<file path="config.mk">
export PLATFORM = sky130hd
export DESIGN_NAME = move_ctrl_seq
export DESIGN_NICKNAME = d
export VERILOG_FILES = /design/src/rtl/move_ctrl_seq_pkg.sv /design/src/rtl/move_ctrl_seq_src_decode.sv /design/src/rtl/move_ctrl_seq.sv
export SDC_FILE = /design/constraint.sdc
export NUM_CORES = 1
export LEC_CHECK = 0
export ABC_CLOCK_PERIOD_IN_PS = 1110
export CAP_MARGIN = 20
export CORE_MARGIN = 2
export CORE_UTILIZATION = 25
export DETAILED_ROUTE_END_ITERATION = 16
export PLACE_DENSITY = 0.69
export SKIP_LAST_GASP = 1
export SLEW_MARGIN = 20
export SYNTH_ARGS = -nofsm -noshare
export SYNTH_HDL_FRONTEND = slang
export SYNTH_SLANG_ARGS = --single-unit
export TNS_END_PERCENT = 20
</file>
<file path="constraint.sdc">
create_clock -name clock -period 1.11 [get_ports clock]
set_input_delay 0.222 -clock clock [delete_from_list [all_inputs] [get_ports clock]]
set_output_delay 0.222 -clock clock [all_outputs]
set_load 0.005 [all_outputs]
</file>
<file path="src/rtl/move_ctrl_seq_pkg.sv">
// Shared definitions for the move-from-special-register control sequencer.
package move_ctrl_seq_pkg;

    localparam int unsigned IR_W    = 32;
    localparam int unsigned OPC_W   = 5;
    localparam int unsigned OPC_MSB = 31;
    localparam int unsigned OPC_LSB = 27;
    localparam int unsigned RA_MSB  = 26;
    localparam int unsigned RA_LSB  = 23;
    localparam int unsigned STEP_W  = 3;
    localparam int unsigned WAIT_W  = 8;

    localparam logic [OPC_W-1:0] OP_MOVE_BASE = 5'b11000;
    localparam logic [OPC_W-1:0] OP_MFHI      = 5'b11000;
    localparam logic [OPC_W-1:0] OP_MFLO      = 5'b11001;

    typedef enum logic [STEP_W-1:0] {
        ST_IDLE  = 3'd0,
        ST_T0    = 3'd1,
        ST_T1    = 3'd2,
        ST_TW    = 3'd3,
        ST_T2    = 3'd4,
        ST_T3    = 3'd5,
        ST_FAULT = 3'd6
    } state_t;

    function automatic logic [OPC_W-1:0] get_opcode(input logic [IR_W-1:0] ir);
        return ir[OPC_MSB:OPC_LSB];
    endfunction

endpackage

</file>
<file path="src/rtl/move_ctrl_seq_src_decode.sv">
// Opcode decode for move-from instructions: legal flag and one-hot source enable.
module move_src_decode
    import move_ctrl_seq_pkg::*;
#(
    parameter int unsigned NUM_SRC = 2
) (
    input  logic [OPC_W-1:0]   opcode,
    output logic               legal_c,
    output logic [NUM_SRC-1:0] src_c
);

    logic [OPC_W-1:0] diff;

    always_comb begin
        diff    = opcode - OP_MOVE_BASE;
        legal_c = (opcode >= OP_MOVE_BASE) && (diff < OPC_W'(NUM_SRC));
        src_c   = '0;
        for (int i = 0; i < NUM_SRC; i++) begin
            if (legal_c && (diff == OPC_W'(i))) begin
                src_c[i] = 1'b1;
            end
        end
    end

endmodule

</file>
<file path="src/rtl/move_ctrl_seq.sv">
// Fetch/execute control sequencer for move-from-special-register instructions.
// Optional memory-wait timeout enabled by defining MOVE_SEQ_TIMEOUT_EN.
module move_ctrl_seq
    import move_ctrl_seq_pkg::*;
#(
    parameter int unsigned NUM_SRC = 2,
    parameter int unsigned TIMEOUT = 15
) (
    input  logic               clock,
    input  logic               clear,
    input  logic               run,
    input  logic [IR_W-1:0]    ir,
    input  logic               mem_ready,
    output logic               PCout,
    output logic               IncPC,
    output logic               MARin,
    output logic               ZLowIn,
    output logic               Zlowout,
    output logic               PCin,
    output logic               Read,
    output logic               MDRin,
    output logic               MDRout,
    output logic               IRin,
    output logic               Gra,
    output logic               Rin,
    output logic [NUM_SRC-1:0] src_out,
    output logic               busy,
    output logic               done,
    output logic               fault,
    output logic [STEP_W-1:0]  step
);

    if (NUM_SRC < 1 || NUM_SRC > 4 || TIMEOUT < 1 || TIMEOUT > 255) begin : g_bad_param
        $error("move_ctrl_seq: parameter out of range");
    end

    state_t             state;
    state_t             state_n;
    logic               legal_q;
    logic               dec_legal;
    logic [NUM_SRC-1:0] dec_src;
    logic               unused_ir;

    assign unused_ir = ^ir[RA_MSB:0];
    assign step      = state;

    move_src_decode #(.NUM_SRC(NUM_SRC)) u_decode (
        .opcode  (get_opcode(ir)),
        .legal_c (dec_legal),
        .src_c   (dec_src)
    );

`ifdef MOVE_SEQ_TIMEOUT_EN
    logic [WAIT_W-1:0] wait_cnt;
    logic [WAIT_W-1:0] wait_n;
`endif

    // Next-state; the wait counter holds the number of TW cycles spent so far.
    always_comb begin
        state_n = state;
`ifdef MOVE_SEQ_TIMEOUT_EN
        wait_n  = '0;
`endif
        unique case (state)
            ST_IDLE:  if (run) state_n = ST_T0;
            ST_T0:    state_n = ST_T1;
            ST_T1: begin
                if (mem_ready) begin
                    state_n = ST_T2;
                end else begin
                    state_n = ST_TW;
`ifdef MOVE_SEQ_TIMEOUT_EN
                    wait_n  = WAIT_W'(1);
`endif
                end
            end
            ST_TW: begin
                if (mem_ready) begin
                    state_n = ST_T2;
                end
`ifdef MOVE_SEQ_TIMEOUT_EN
                else if (wait_cnt >= WAIT_W'(TIMEOUT)) begin
                    state_n = ST_FAULT;
                end else begin
                    wait_n = wait_cnt + WAIT_W'(1);
                end
`endif
            end
            ST_T2:    state_n = ST_T3;
            ST_T3: begin
                if (!legal_q)  state_n = ST_FAULT;
                else if (run)  state_n = ST_T0;
                else           state_n = ST_IDLE;
            end
            ST_FAULT: state_n = ST_FAULT;
            default:  state_n = ST_IDLE;
        endcase
    end

    // Moore outputs are decoded from the state being entered so they align with step.
    always_ff @(posedge clock) begin
        if (!clear) begin
            state   <= ST_IDLE;
            legal_q <= 1'b0;
            PCout   <= 1'b0;
            IncPC   <= 1'b0;
            MARin   <= 1'b0;
            ZLowIn  <= 1'b0;
            Zlowout <= 1'b0;
            PCin    <= 1'b0;
            Read    <= 1'b0;
            MDRin   <= 1'b0;
            MDRout  <= 1'b0;
            IRin    <= 1'b0;
            Gra     <= 1'b0;
            Rin     <= 1'b0;
            src_out <= '0;
            busy    <= 1'b0;
            done    <= 1'b0;
            fault   <= 1'b0;
`ifdef MOVE_SEQ_TIMEOUT_EN
            wait_cnt <= '0;
`endif
        end else begin
            state   <= state_n;
            if (state_n == ST_T3) begin
                legal_q <= dec_legal;
            end
            PCout   <= (state_n == ST_T0);
            IncPC   <= (state_n == ST_T0);
            MARin   <= (state_n == ST_T0);
            ZLowIn  <= (state_n == ST_T0);
            Zlowout <= (state_n == ST_T1);
            PCin    <= (state_n == ST_T1);
            Read    <= (state_n == ST_T1) || (state_n == ST_TW);
            MDRin   <= (state_n == ST_T1) || (state_n == ST_TW);
            MDRout  <= (state_n == ST_T2);
            IRin    <= (state_n == ST_T2);
            Gra     <= (state_n == ST_T3) && dec_legal;
            Rin     <= (state_n == ST_T3) && dec_legal;
            done    <= (state_n == ST_T3) && dec_legal;
            src_out <= (state_n == ST_T3) ? dec_src : '0;
            busy    <= (state_n == ST_T0) || (state_n == ST_T1) || (state_n == ST_TW) ||
                       (state_n == ST_T2) || (state_n == ST_T3);
            fault   <= (state_n == ST_FAULT);
`ifdef MOVE_SEQ_TIMEOUT_EN
            wait_cnt <= wait_n;
`endif
        end
    end

endmodule

</file>
==> out/results.tsv <==
metric	value	unit
status	finished, violations left	
violations	negative setup slack	
pin_count	56	
synth-edff-count	0	
synth_top_area_share	0.405	
ant_nets	0	
clock-root-buffer	clkbuf_4	
seq_area	272	um2
power_density	991	nW/um2
timing.fmax	760	MHz
crit_family	buffers and inverters	
hp-start	ir[31]	
yosys-top-cells-area	dfxtp_1 (40%), buf_4 (9.3%), ha_1 (3.9%), a21boi_0 (3.5%), mux2i_1 (3.1%)	
grt_usage	0.0862	
grt-ovfl-total	0	
antenna_found_initial	0	
fin_nets	141	
io_buffer_count	28	
crit_path_start_kind	register	
required	0.89	ns
rows	18	
yosys_warnings	0	
gp_congestion	0.832	
grt_pass1_vias	474	
wl_met2	627	um
ys_seq_elements	13	
syn-num-nets	101	
tns	-2.80	ns
routed_wl	1210	um
fin_util	0.439	
die_y	54.7	um
critPathBufInv	1	
cts_sinks	13	
cp-end-kind	output port	
drive_gt1_frac	0.333	
synth_most_common_cell	dfxtp_1	
max-cap-violations	0	
multi_input_area	308	um2
drtIter0Drc	6	
r2r_slack	-0.09	ns
r2r-start	step[1]	
dpl-instance-area	975	um2
start_util	0.262	
antenna_cells	0	
r2r_end	step[0]	
slew_violations	0	
path_max_fanout	2	
met3_length	102	um
firstDrtPassIters	4	
h-tree-depth	1	
vias	568	
synth_common_cells	dfxtp_1 (13), buf_4 (8), nand2_1 (4), nor2_1 (4)	
core-area	2450	um2
path_clk_slew	0.07	ns
critPathKind	reg2out	
path_cells	clkdlybuf4s50_1	
whs_endpoint	src_out[0]	
yosys.area.top_type	dfxtp_1	
grt_max_degree	8	
wl_per_cell	9.15	um
fin_ws	-0.206	ns
seq_area_frac_synth	0.405	
r2r_cells	4	
slowest_delay	0.49	ns
crit_arrival	1.09	ns
yosys_most_used_dff	dfxtp_1	
setup_viol	19	
fp.dieW	54.7	um
critPathSlowestCell	clkdlybuf4s50_1	
min_path_type	in2reg	
syn-instance-count	63	
hold_depth	3	
slew_headroom	0.839	
syn_area_per_cell	10.2	um2
async_flop_share	0	
drc	0	
grt_pass1_wl	1840	um
syn_area	643	um2
syn_to_final_growth	67.5	%
topRoutingLayerUsed	met3	
place_hpwl	985	um
fill_cells	243	
insertion_delay	0.26	ns
vdd_drop_max	620	uV
finalCriticalPeriod	1.32	ns
finalCritPeriodShare	1.19	
hold-worst-slack	0.318	ns
skew	0.00233	ns
numCtsBuffers	3	
vias_per_cell	4.30	
path_depth	1	
rsz0062_at_grt	yes	
tightest_slew	0.240	ns
hold_viol_final	0	
synthDistinctLibCells	30	
clockBufferDepth	2	
power.leakage	0.512	nW
die_area	2990	um2
fin_area	1080	um2
cts_tree	done	
met1_length	477	um
[repair_timing]
action,in CTS,in global routing
hold buffers,0,0
resized for setup,11,9
pin swaps,0,5
endpoints found under the setup margin,26,27
setup buffers,3,2
[power breakdown]
group          internal, mW  switching [mW]  leakage [nW]
Combinational         0.189           0.107         0.389
Sequential            0.491          0.0111         0.109
Clock                 0.139           0.130        0.0150
Total                 0.819           0.248         0.512
[layout by cell type, fill, tap and decap left out, types with 2 or more instances in the layout]
cell,netlist,final
dfxtp_2,0,3
dlygate4sd2_1,0,4
nand2_1,4,4
nor2_1,4,4
mux2i_1,2,2
clkbuf_4,0,3
a21boi_0,3,3
nand2b_1,2,2
inv_1,2,2
clkdlybuf4s50_1,0,19
buf_4,8,14
ha_1,2,2
dfxtp_1,13,8
dlymetal6s2s_1,0,5
dfxtp_4,0,2
buf_6,1,3
o21ai_0,3,3
[state kept, by name, summed over array words and instances (netlist names)]
signal,flops
PCin,1
ZLowIn,1
fault,1
src_out,2
IRin,1
legal_q,1
busy,1
MDRin,1
done,1
step,3
[metrics by stage]
step / power, mW / instances / setup slack [ns]
after CTS: 1.07 / 130 / -0.229
after global placement: 0.787 / 123 / -0.463
after global routing: 1.13 / 132 / -0.249
after detailed placement: 0.791 / 123 / -0.512
final: 1.07 / 132 / -0.206
after floorplan: 0.650 / 63 / 0.0319
[per-layer routing]
layer,up-vias,global-route usage
met4,0,0.0125
li1,289,-
met5,-,0
met2,22,0.161
met3,0,0.0410
met1,257,0.0875
[final cells by class]
type / count / share of cell area
flip-flops and latches: 13 / 0.252
multi-input cells: 38 / 0.286
well taps: 30 / 0.0348
repair buffers: 45 / 0.396
clock buffers: 4 / 0.0244
inverters: 2 / 0.00697
[worst max path at each step]
| stage | start | to | slack [ns] |
|---|---|---|---|
| 2_1_floorplan | step[0] | busy | 0.03 |
| 3_3_place_gp | ir[30] | src_out[1] | -0.46 |
| 3_5_place_dp | ir[30] | src_out[1] | -0.51 |
| 4_1_cts | step[1] | step[1] | -0.23 |
| 5_1_grt | MDRin | MDRin | -0.25 |
| 6_report | step[1] | step[1] | -0.21 |
[cells by family (layout without fill, tap and decap cells)]
logic type      Yosys count  count (layout)  synth area share
compound gates           10              10             0.119
fa+ha+maj                 2               2            0.0389
buf+inv                  12              51             0.130
flops                    13              13             0.405
mux                       2               2            0.0311
simple gates             24              24             0.276
Note: power is estimated with default switching activity, not from simulation.
